==> config.mk <==
export PLATFORM = sky130hd
export DESIGN_NAME = ft60x_bus_controller_flat
export DESIGN_NICKNAME = d
export VERILOG_FILES = /design/src/rtl/ft60x_bus_controller_if.sv /design/src/rtl/ft60x_bus_controller.sv /design/src/flat_wrapper.sv
export SDC_FILE = /design/constraint.sdc
export NUM_CORES = 1
export LEC_CHECK = 0
export CELL_PAD_IN_SITES_DETAIL_PLACEMENT = 2
export CELL_PAD_IN_SITES_GLOBAL_PLACEMENT = 2
export CORE_AREA = 2 2 148 150
export CTS_CLUSTER_SIZE = 25
export DETAILED_ROUTE_END_ITERATION = 8
export DIE_AREA = 0 0 150 152
export PLACE_DENSITY = 0.94
export SYNTH_ARGS = -nofsm -noshare
export SYNTH_HDL_FRONTEND = slang
export SYNTH_SLANG_ARGS = --single-unit
==> constraint.sdc <==
create_clock -name clk -period 3.36 [get_ports clk]
set_input_delay 0.504 -clock clk [delete_from_list [all_inputs] [get_ports clk]]
set_output_delay 0.504 -clock clk [all_outputs]
set_load 0.01 [all_outputs]
==> src/rtl/ft60x_bus_controller_if.sv <==
// FT60x pin-side and peripheral-stream signals of ft60x_bus_controller, bundled for port hookup.
// master = controller side, slave = pins/peripheral side.
interface ft60x_bus_controller_if #(
    parameter int DATA_W = 32
);
    localparam int BE_W = DATA_W / 8;

    logic              usb_rx_empty;
    logic              usb_tx_full;
    logic              usb_wren_l;
    logic              usb_rden_l;
    logic              usb_outen_l;
    logic              usb_rst_l;
    logic [DATA_W-1:0] usb_data_in;
    logic [DATA_W-1:0] usb_data_out;
    logic              usb_data_tri;
    logic [BE_W-1:0]   be_in;
    logic [BE_W-1:0]   be_out;
    logic              be_tri;
    logic              periph_ready;
    logic [DATA_W-1:0] rx_data;
    logic [BE_W-1:0]   rx_be;
    logic              rx_valid;
    logic              rx_ready;
    logic [DATA_W-1:0] tx_data;
    logic [BE_W-1:0]   tx_be;
    logic              tx_valid;
    logic              tx_ready;
    logic [31:0]       stat_rx_words;
    logic [31:0]       stat_tx_words;

    modport master (
        input  usb_rx_empty, usb_tx_full, usb_data_in, be_in, periph_ready,
               rx_ready, tx_data, tx_be, tx_valid,
        output usb_wren_l, usb_rden_l, usb_outen_l, usb_rst_l, usb_data_out,
               usb_data_tri, be_out, be_tri, rx_data, rx_be, rx_valid,
               tx_ready, stat_rx_words, stat_tx_words
    );

    modport slave (
        output usb_rx_empty, usb_tx_full, usb_data_in, be_in, periph_ready,
               rx_ready, tx_data, tx_be, tx_valid,
        input  usb_wren_l, usb_rden_l, usb_outen_l, usb_rst_l, usb_data_out,
               usb_data_tri, be_out, be_tri, rx_data, rx_be, rx_valid,
               tx_ready, stat_rx_words, stat_tx_words
    );
endinterface

==> src/rtl/ft60x_bus_controller.sv <==
// FT600/FT601 245-FIFO controller: rx word valid 1 cycle after capture, optional FT60X_STATS_EN counters.
// Backpressure: a 1-entry rx skid buffer holds off usb_rden_l; tx_ready is the write strobe itself.
module ft60x_bus_controller #(
    parameter int DATA_W    = 32,
    parameter int MAX_BURST = 64,
    parameter int TURN_CYC  = 1
) (
    input  logic                    clk,
    input  logic                    rst,
    ft60x_bus_controller_if.master  bus
);
    localparam int BE_W = DATA_W / 8;
    localparam logic [15:0] BURST_MAX = 16'(MAX_BURST);
    localparam logic [2:0]  TURN_LAST = 3'(TURN_CYC - 1);

    typedef enum logic [2:0] {IDLE, RD_OE, RD, TURN, WR} state_t;

    state_t            state_q;
    logic [15:0]       burst_q, burst_d;
    logic [2:0]        turn_q;
    logic              wr_prio_q;
    logic              usb_rst_l_q;
    logic              rx_vld_q, skid_vld_q;
    logic [DATA_W-1:0] rx_dat_q, skid_dat_q;
    logic [BE_W-1:0]   rx_be_q, skid_be_q;

    logic burst_full, rx_pend, tx_pend, rd_go, wr_go;

    assign burst_full = (burst_q == BURST_MAX);
    assign rx_pend    = !bus.usb_rx_empty;
    assign tx_pend    = bus.tx_valid && !bus.usb_tx_full;

    // A capped burst stops strobing while the other direction waits, so no burst exceeds MAX_BURST.
    assign rd_go = !rst && (state_q == RD) && rx_pend && !skid_vld_q && !(burst_full && tx_pend);
    assign wr_go = !rst && (state_q == WR) && tx_pend && !(burst_full && rx_pend);

    assign bus.usb_rden_l   = !rd_go;
    assign bus.usb_wren_l   = !wr_go;
    assign bus.tx_ready     = wr_go;
    assign bus.usb_outen_l  = !((state_q == RD_OE) || (state_q == RD));
    assign bus.usb_data_tri = (state_q != WR);
    assign bus.be_tri       = (state_q != WR);
    assign bus.usb_data_out = bus.tx_data;
    assign bus.be_out       = bus.tx_be;
    assign bus.usb_rst_l    = usb_rst_l_q;
    assign bus.rx_data      = rx_dat_q;
    assign bus.rx_be        = rx_be_q;
    assign bus.rx_valid     = rx_vld_q;

    always_comb begin
        burst_d = burst_q;
        if ((state_q != RD) && (state_q != WR))
            burst_d = '0;
        else if ((rd_go || wr_go) && !burst_full)
            burst_d = burst_q + 16'd1;
    end

    always_ff @(posedge clk) begin
        if (rst) begin
            state_q     <= IDLE;
            burst_q     <= '0;
            turn_q      <= '0;
            wr_prio_q   <= 1'b0;
            usb_rst_l_q <= 1'b0;
        end else begin
            usb_rst_l_q <= 1'b1;
            burst_q     <= burst_d;
            case (state_q)
                IDLE: begin
                    turn_q <= '0;
                    if (bus.periph_ready) begin
                        // After a read burst hit its cap, the write side wins the next tie.
                        if (rx_pend && !skid_vld_q && !(wr_prio_q && tx_pend))
                            state_q <= RD_OE;
                        else if (tx_pend)
                            state_q <= TURN;
                    end
                end
                RD_OE: state_q <= bus.periph_ready ? RD : IDLE;
                RD: begin
                    if (!bus.periph_ready || !rx_pend || (burst_full && tx_pend)) begin
                        state_q   <= IDLE;
                        wr_prio_q <= burst_full && tx_pend;
                    end
                end
                TURN: begin
                    if (!bus.periph_ready)
                        state_q <= IDLE;
                    else if (turn_q == TURN_LAST)
                        state_q <= WR;
                    else
                        turn_q <= turn_q + 3'd1;
                end
                WR: begin
                    wr_prio_q <= 1'b0;
                    if (!bus.periph_ready || !tx_pend || (burst_full && rx_pend))
                        state_q <= IDLE;
                end
                default: state_q <= IDLE;
            endcase
        end
    end

    // Output register refills from the skid entry first so word order is preserved.
    always_ff @(posedge clk) begin
        if (rst) begin
            rx_vld_q   <= 1'b0;
            skid_vld_q <= 1'b0;
            rx_dat_q   <= '0;
            rx_be_q    <= '0;
            skid_dat_q <= '0;
            skid_be_q  <= '0;
        end else if (!rx_vld_q || bus.rx_ready) begin
            if (skid_vld_q) begin
                rx_dat_q   <= skid_dat_q;
                rx_be_q    <= skid_be_q;
                rx_vld_q   <= 1'b1;
                skid_vld_q <= 1'b0;
            end else if (rd_go) begin
                rx_dat_q <= bus.usb_data_in;
                rx_be_q  <= bus.be_in;
                rx_vld_q <= 1'b1;
            end else begin
                rx_vld_q <= 1'b0;
            end
        end else if (rd_go) begin
            skid_dat_q <= bus.usb_data_in;
            skid_be_q  <= bus.be_in;
            skid_vld_q <= 1'b1;
        end
    end

`ifdef FT60X_STATS_EN
    logic [31:0] stat_rx_q, stat_tx_q;

    always_ff @(posedge clk) begin
        if (rst) begin
            stat_rx_q <= '0;
            stat_tx_q <= '0;
        end else begin
            if (rd_go) stat_rx_q <= stat_rx_q + 32'd1;
            if (wr_go) stat_tx_q <= stat_tx_q + 32'd1;
        end
    end

    assign bus.stat_rx_words = stat_rx_q;
    assign bus.stat_tx_words = stat_tx_q;
`else
    assign bus.stat_rx_words = '0;
    assign bus.stat_tx_words = '0;
`endif
endmodule

==> src/flat_wrapper.sv <==
// flat-port wrapper written by rule: the top's interface ports become plain ports
module ft60x_bus_controller_flat 
#(
    parameter int DATA_W    = 32,
    parameter int MAX_BURST = 64,
    parameter int TURN_CYC  = 1
)
  (clk, rst, bus_usb_rx_empty, bus_usb_tx_full, bus_usb_data_in, bus_be_in, bus_periph_ready, bus_rx_ready, bus_tx_data, bus_tx_be, bus_tx_valid, bus_usb_wren_l, bus_usb_rden_l, bus_usb_outen_l, bus_usb_rst_l, bus_usb_data_out, bus_usb_data_tri, bus_be_out, bus_be_tri, bus_rx_data, bus_rx_be, bus_rx_valid, bus_tx_ready, bus_stat_rx_words, bus_stat_tx_words);
  ft60x_bus_controller_if #(.DATA_W(DATA_W)) bus_i ();
  input  logic clk;
  input  logic rst;
  input wire logic [$bits(bus_i.usb_rx_empty)-1:0] bus_usb_rx_empty;
  input wire logic [$bits(bus_i.usb_tx_full)-1:0] bus_usb_tx_full;
  input wire logic [$bits(bus_i.usb_data_in)-1:0] bus_usb_data_in;
  input wire logic [$bits(bus_i.be_in)-1:0] bus_be_in;
  input wire logic [$bits(bus_i.periph_ready)-1:0] bus_periph_ready;
  input wire logic [$bits(bus_i.rx_ready)-1:0] bus_rx_ready;
  input wire logic [$bits(bus_i.tx_data)-1:0] bus_tx_data;
  input wire logic [$bits(bus_i.tx_be)-1:0] bus_tx_be;
  input wire logic [$bits(bus_i.tx_valid)-1:0] bus_tx_valid;
  output wire logic [$bits(bus_i.usb_wren_l)-1:0] bus_usb_wren_l;
  output wire logic [$bits(bus_i.usb_rden_l)-1:0] bus_usb_rden_l;
  output wire logic [$bits(bus_i.usb_outen_l)-1:0] bus_usb_outen_l;
  output wire logic [$bits(bus_i.usb_rst_l)-1:0] bus_usb_rst_l;
  output wire logic [$bits(bus_i.usb_data_out)-1:0] bus_usb_data_out;
  output wire logic [$bits(bus_i.usb_data_tri)-1:0] bus_usb_data_tri;
  output wire logic [$bits(bus_i.be_out)-1:0] bus_be_out;
  output wire logic [$bits(bus_i.be_tri)-1:0] bus_be_tri;
  output wire logic [$bits(bus_i.rx_data)-1:0] bus_rx_data;
  output wire logic [$bits(bus_i.rx_be)-1:0] bus_rx_be;
  output wire logic [$bits(bus_i.rx_valid)-1:0] bus_rx_valid;
  output wire logic [$bits(bus_i.tx_ready)-1:0] bus_tx_ready;
  output wire logic [$bits(bus_i.stat_rx_words)-1:0] bus_stat_rx_words;
  output wire logic [$bits(bus_i.stat_tx_words)-1:0] bus_stat_tx_words;
  assign bus_i.usb_rx_empty = bus_usb_rx_empty;
  assign bus_i.usb_tx_full = bus_usb_tx_full;
  assign bus_i.usb_data_in = bus_usb_data_in;
  assign bus_i.be_in = bus_be_in;
  assign bus_i.periph_ready = bus_periph_ready;
  assign bus_i.rx_ready = bus_rx_ready;
  assign bus_i.tx_data = bus_tx_data;
  assign bus_i.tx_be = bus_tx_be;
  assign bus_i.tx_valid = bus_tx_valid;
  assign bus_usb_wren_l = bus_i.usb_wren_l;
  assign bus_usb_rden_l = bus_i.usb_rden_l;
  assign bus_usb_outen_l = bus_i.usb_outen_l;
  assign bus_usb_rst_l = bus_i.usb_rst_l;
  assign bus_usb_data_out = bus_i.usb_data_out;
  assign bus_usb_data_tri = bus_i.usb_data_tri;
  assign bus_be_out = bus_i.be_out;
  assign bus_be_tri = bus_i.be_tri;
  assign bus_rx_data = bus_i.rx_data;
  assign bus_rx_be = bus_i.rx_be;
  assign bus_rx_valid = bus_i.rx_valid;
  assign bus_tx_ready = bus_i.tx_ready;
  assign bus_stat_rx_words = bus_i.stat_rx_words;
  assign bus_stat_tx_words = bus_i.stat_tx_words;
  ft60x_bus_controller #(.DATA_W(DATA_W), .MAX_BURST(MAX_BURST), .TURN_CYC(TURN_CYC)) u_core (.clk(clk), .rst(rst), .bus(bus_i));
endmodule
==> results of run 1 <==
-- synthesized netlist by cell type, types with 2 or more instances --
| cell | count |
|---|---|
| and3_1 | 3 |
| o21ai_0 | 17 |
| mux2i_1 | 2 |
| a21oi_1 | 51 |
| a211oi_1 | 37 |
| nor3_1 | 6 |
| xor2_1 | 6 |
| clkbuf_1 | 25 |
| buf_4 | 104 |
| nor4b_1 | 3 |
| o2111ai_1 | 3 |
| inv_1 | 46 |
| nand2b_1 | 5 |
| dfxtp_1 | 98 |
| buf_2 | 12 |
| nor2b_1 | 39 |
| xnor2_1 | 3 |
| ha_1 | 4 |
| o211ai_1 | 2 |
| or3_1 | 9 |
| and4_1 | 2 |
| nand4_1 | 4 |
| a221oi_1 | 36 |
| nand2_1 | 78 |
| nor2_1 | 15 |
| nand3_1 | 3 |
-- cell families after synthesis --
kind of cell,Yosys count,share of synthesized area (%)
flip-flops,98,37.8
XOR/XNOR,9,1.52
buffers and inverters,189,21.5
other,1,0.0722
multiplexers,2,0.385
AO/OA/AOI/OAI,156,21.0
AND/OR/NAND/NOR,174,16.8
adder cells (fa/ha/maj),4,0.964
-- registers in the layout (all words and copies together) (netlist names) --
name and flops:
u_core.burst_q 16, u_core.bus.rx_be 4, u_core.bus.rx_data 32, u_core.bus.rx_valid 1, u_core.bus.usb_rst_l 1, u_core.skid_be_q 4
u_core.skid_dat_q 32, u_core.skid_vld_q 1, u_core.state_q 3, u_core.turn_q 3, u_core.wr_prio_q 1
-- area by class of cell --
type	instances	area [sq um]	area share [%]
tap	280	350	5.74
inverter	47	176	2.89
clock inverter	5	61.3	1.00
timing repair buffer	96	931	15.2
sequential	98	1960	32.2
multi-input combinational	409	2380	39.0
clock buffer	11	243	3.98
-- per-layer routing --
layer	share of wire [%]	track usage, %	wire length (um)
met1	40	13.8	5760
met2	53	23.7	7600
met3	5.0	2.58	711
met4	1.5	4.90	210
met5	0	0	0
-- worst min-delay path, stage by stage (launching register included) --
cell     delay (ns)
dfxtp_1        0.31
nand2_1        0.05
a21oi_1        0.05
-- power by group through the flow --
| stage | sequential [mW] | combinational (mW) | clock [mW] |
|---|---|---|---|
| floorplan | 1.27 | 0.321 | 0 |
| global placement | 1.27 | 0.406 | 0 |
| detailed placement | 1.27 | 0.420 | 0 |
| CTS | 1.25 | 0.422 | 1.11 |
| global route | 1.26 | 0.458 | 1.15 |
| finish | 1.25 | 0.416 | 1.07 |
-- how the worst max path moves through the flow --
stage                                               from        endpoint  slack [ns]  cells past startpoint
after global placement                  bus_usb_rx_empty  bus_usb_rden_l        0.63                      6
after global routing      u_core.burst_q[0]$_SDFFE_PP0P_  bus_usb_wren_l        0.19                      7
final                     u_core.burst_q[0]$_SDFFE_PP0P_  bus_usb_wren_l        0.45                      7
after floorplan           u_core.state_q[1]$_SDFFE_PP0P_    bus_tx_ready        1.28                      5
after detailed placement                bus_usb_rx_empty  bus_usb_rden_l        0.62                      6
after CTS                 u_core.burst_q[0]$_SDFFE_PP0P_  bus_usb_wren_l        0.43                      7
-- per-stage QoR --
stage / hold WS, ns / util [%] / power, mW / area, sq um / std cells
after global routing: 0.478 / 28.6 / 2.87 / 6100 / 946
final: 0.457 / 28.6 / 2.73 / 6100 / 946
after CTS: 0.460 / 28.6 / 2.78 / 6100 / 946
after floorplan: 0.437 / - / 1.59 / 5430 / 696
after detailed placement: 0.451 / 27.2 / 1.69 / 5800 / 930
after global placement: 0.442 / 27.2 / 1.68 / 5800 / 930
==> out/qor.yml, run 1 <==
cp_max_fo: 11
synth_edf_count: 0
ir_worst_vdd_uv: 169
synthTopCellsByArea: "dfxtp_1, buf_4, a221oi_1"
cts_root_buffer: "clkbuf_16"
p_leak_nw: 2.12
cts.sinks: 98
detailedRoute.firstPassIterationCount: 4
r2r_cells: 8
cp_top_family: "buffers and inverters"
hp-class: "reg -> reg"
syn_inst: 633
diodes: 0
initial_core_util_pct: 24.3
drtIter0Drc: 156
dr_total_vias: 4260
relSlewSlack_pct: 39.2
yosysSeqAreaShare_pct: 37.8
htreeDepth: 3
portBuffers: 86
p_clk_share_pct: 39.1
crit_chain: "inv_1 -> ha_1 -> nor4b_1 -> nand4_1 -> buf_4 -> o21ai_0 -> clkdlybuf4s50_1"
routed_wl_mm: 14.3
fp.dieArea_sq_um: 22800
fmax_ghz: 0.343
finalSetupViolCount: 0
ys_seq_elements: 98
clock_skew_ns: 0.0114
ios: 223
final_cell_mix: "dfxtp_1, clkdlybuf4s50_1, nand2_1"
ys_warn_count: 0
die_y_um: 152
combPwrFrac_pct: 15.2
grt_max_degree: 83
rsz0062_at_grt: "no"
r2r-start: "u_core.burst_q[0]$_SDFFE_PP0P_"
p_int_mw: 2.00
worst_slack_ns: 0.446
cp_slowest_stage_delay_ns: 0.58
min_from: "u_core.skid_dat_q[4]$_SDFFE_PP0P_"
critPathRequiredTime_ns: 2.86
synth_top_area_share_pct: 37.8
hold_buffers: 0
worstSetupPathType: "reg -> out"
end_kind: "output port"
synth_top_cell_by_area: "dfxtp_1"
tightest_slew_ns: 0.912
syn_area_sq_um: 5190
core_area_sq_um: 21400
status: "complete, no violations"
post_cts_resized: 0
rrSetupSlack_ns: 0.78
final_common_cell: "dfxtp_1"
row_count: 54
hold_end: "u_core.skid_dat_q[4]$_SDFFE_PP0P_"
dp_hpwl_mm: 9.85
p_per_area_nw_per_um2: 448
swShare_pct: 26.8
hold_depth: 2
drv_cap: 0
async_reset_ff_share_pct: 0
postSynthAreaPerCell_sq_um: 8.20
grt_pass1_wl_mm: 23.1
cts_made_buffers: 9
ant_nets: 0
clk-insertion-delay-late_ns: 0.35
p_sw_mw: 0.734
yosys.cell_types.count: 46
crit_path_start_kind: "flip-flop"
cts.clk_slew.worst_paths_ns: 0.07
cts_tree: "built"
pre_cts_slack_ns: 0.618
setup_tns_ns: 0
area_delta_synth_final_pct: 17.5
avgViaCountPerCell: 4.50
place_congestion: 0.730
drive_gt1_share_pct: 5.71
min_period_over_period_pct: 86.7
hold_viol_final: 0
die_w_um: 150
regToRegEndpoint: "u_core.bus.rx_data[6]$_SDFFE_PP0P_"
grt_pass1_vias: 4529
antenna_found_initial: 0
cts.path.max_buffers: 2
post-cts-setup-buffers: 0
fillers: 2491
drc: 0
cp.arrival_ns: 2.41
wl_per_cell_um: 15.1
seq_power_share_pct: 45.6
drv_slew: 0
period_needed_ns: 2.91
grt_use_total_pct: 12.7
grt-ovfl-total: 0
synth_ff_type: "dfxtp_1"
critPathSlowestCell: "clkdlybuf4s50_1"
critPathBufInv: 3
nets: 744
Note: power is estimated with default switching activity, not from simulation.
==> inputs of run 2 (changes only) <==
--- a/config.mk
+++ b/config.mk
@@ -11,6 +11,7 @@
 export CTS_CLUSTER_SIZE = 25
 export DETAILED_ROUTE_END_ITERATION = 8
 export DIE_AREA = 0 0 150 152
+export GPL_ROUTABILITY_DRIVEN = 1
 export PLACE_DENSITY = 0.94
 export SYNTH_ARGS = -nofsm -noshare
 export SYNTH_HDL_FRONTEND = slang
==> results of run 2 <==
No change in the layout: final DEF, timing and power equal those of run 1.
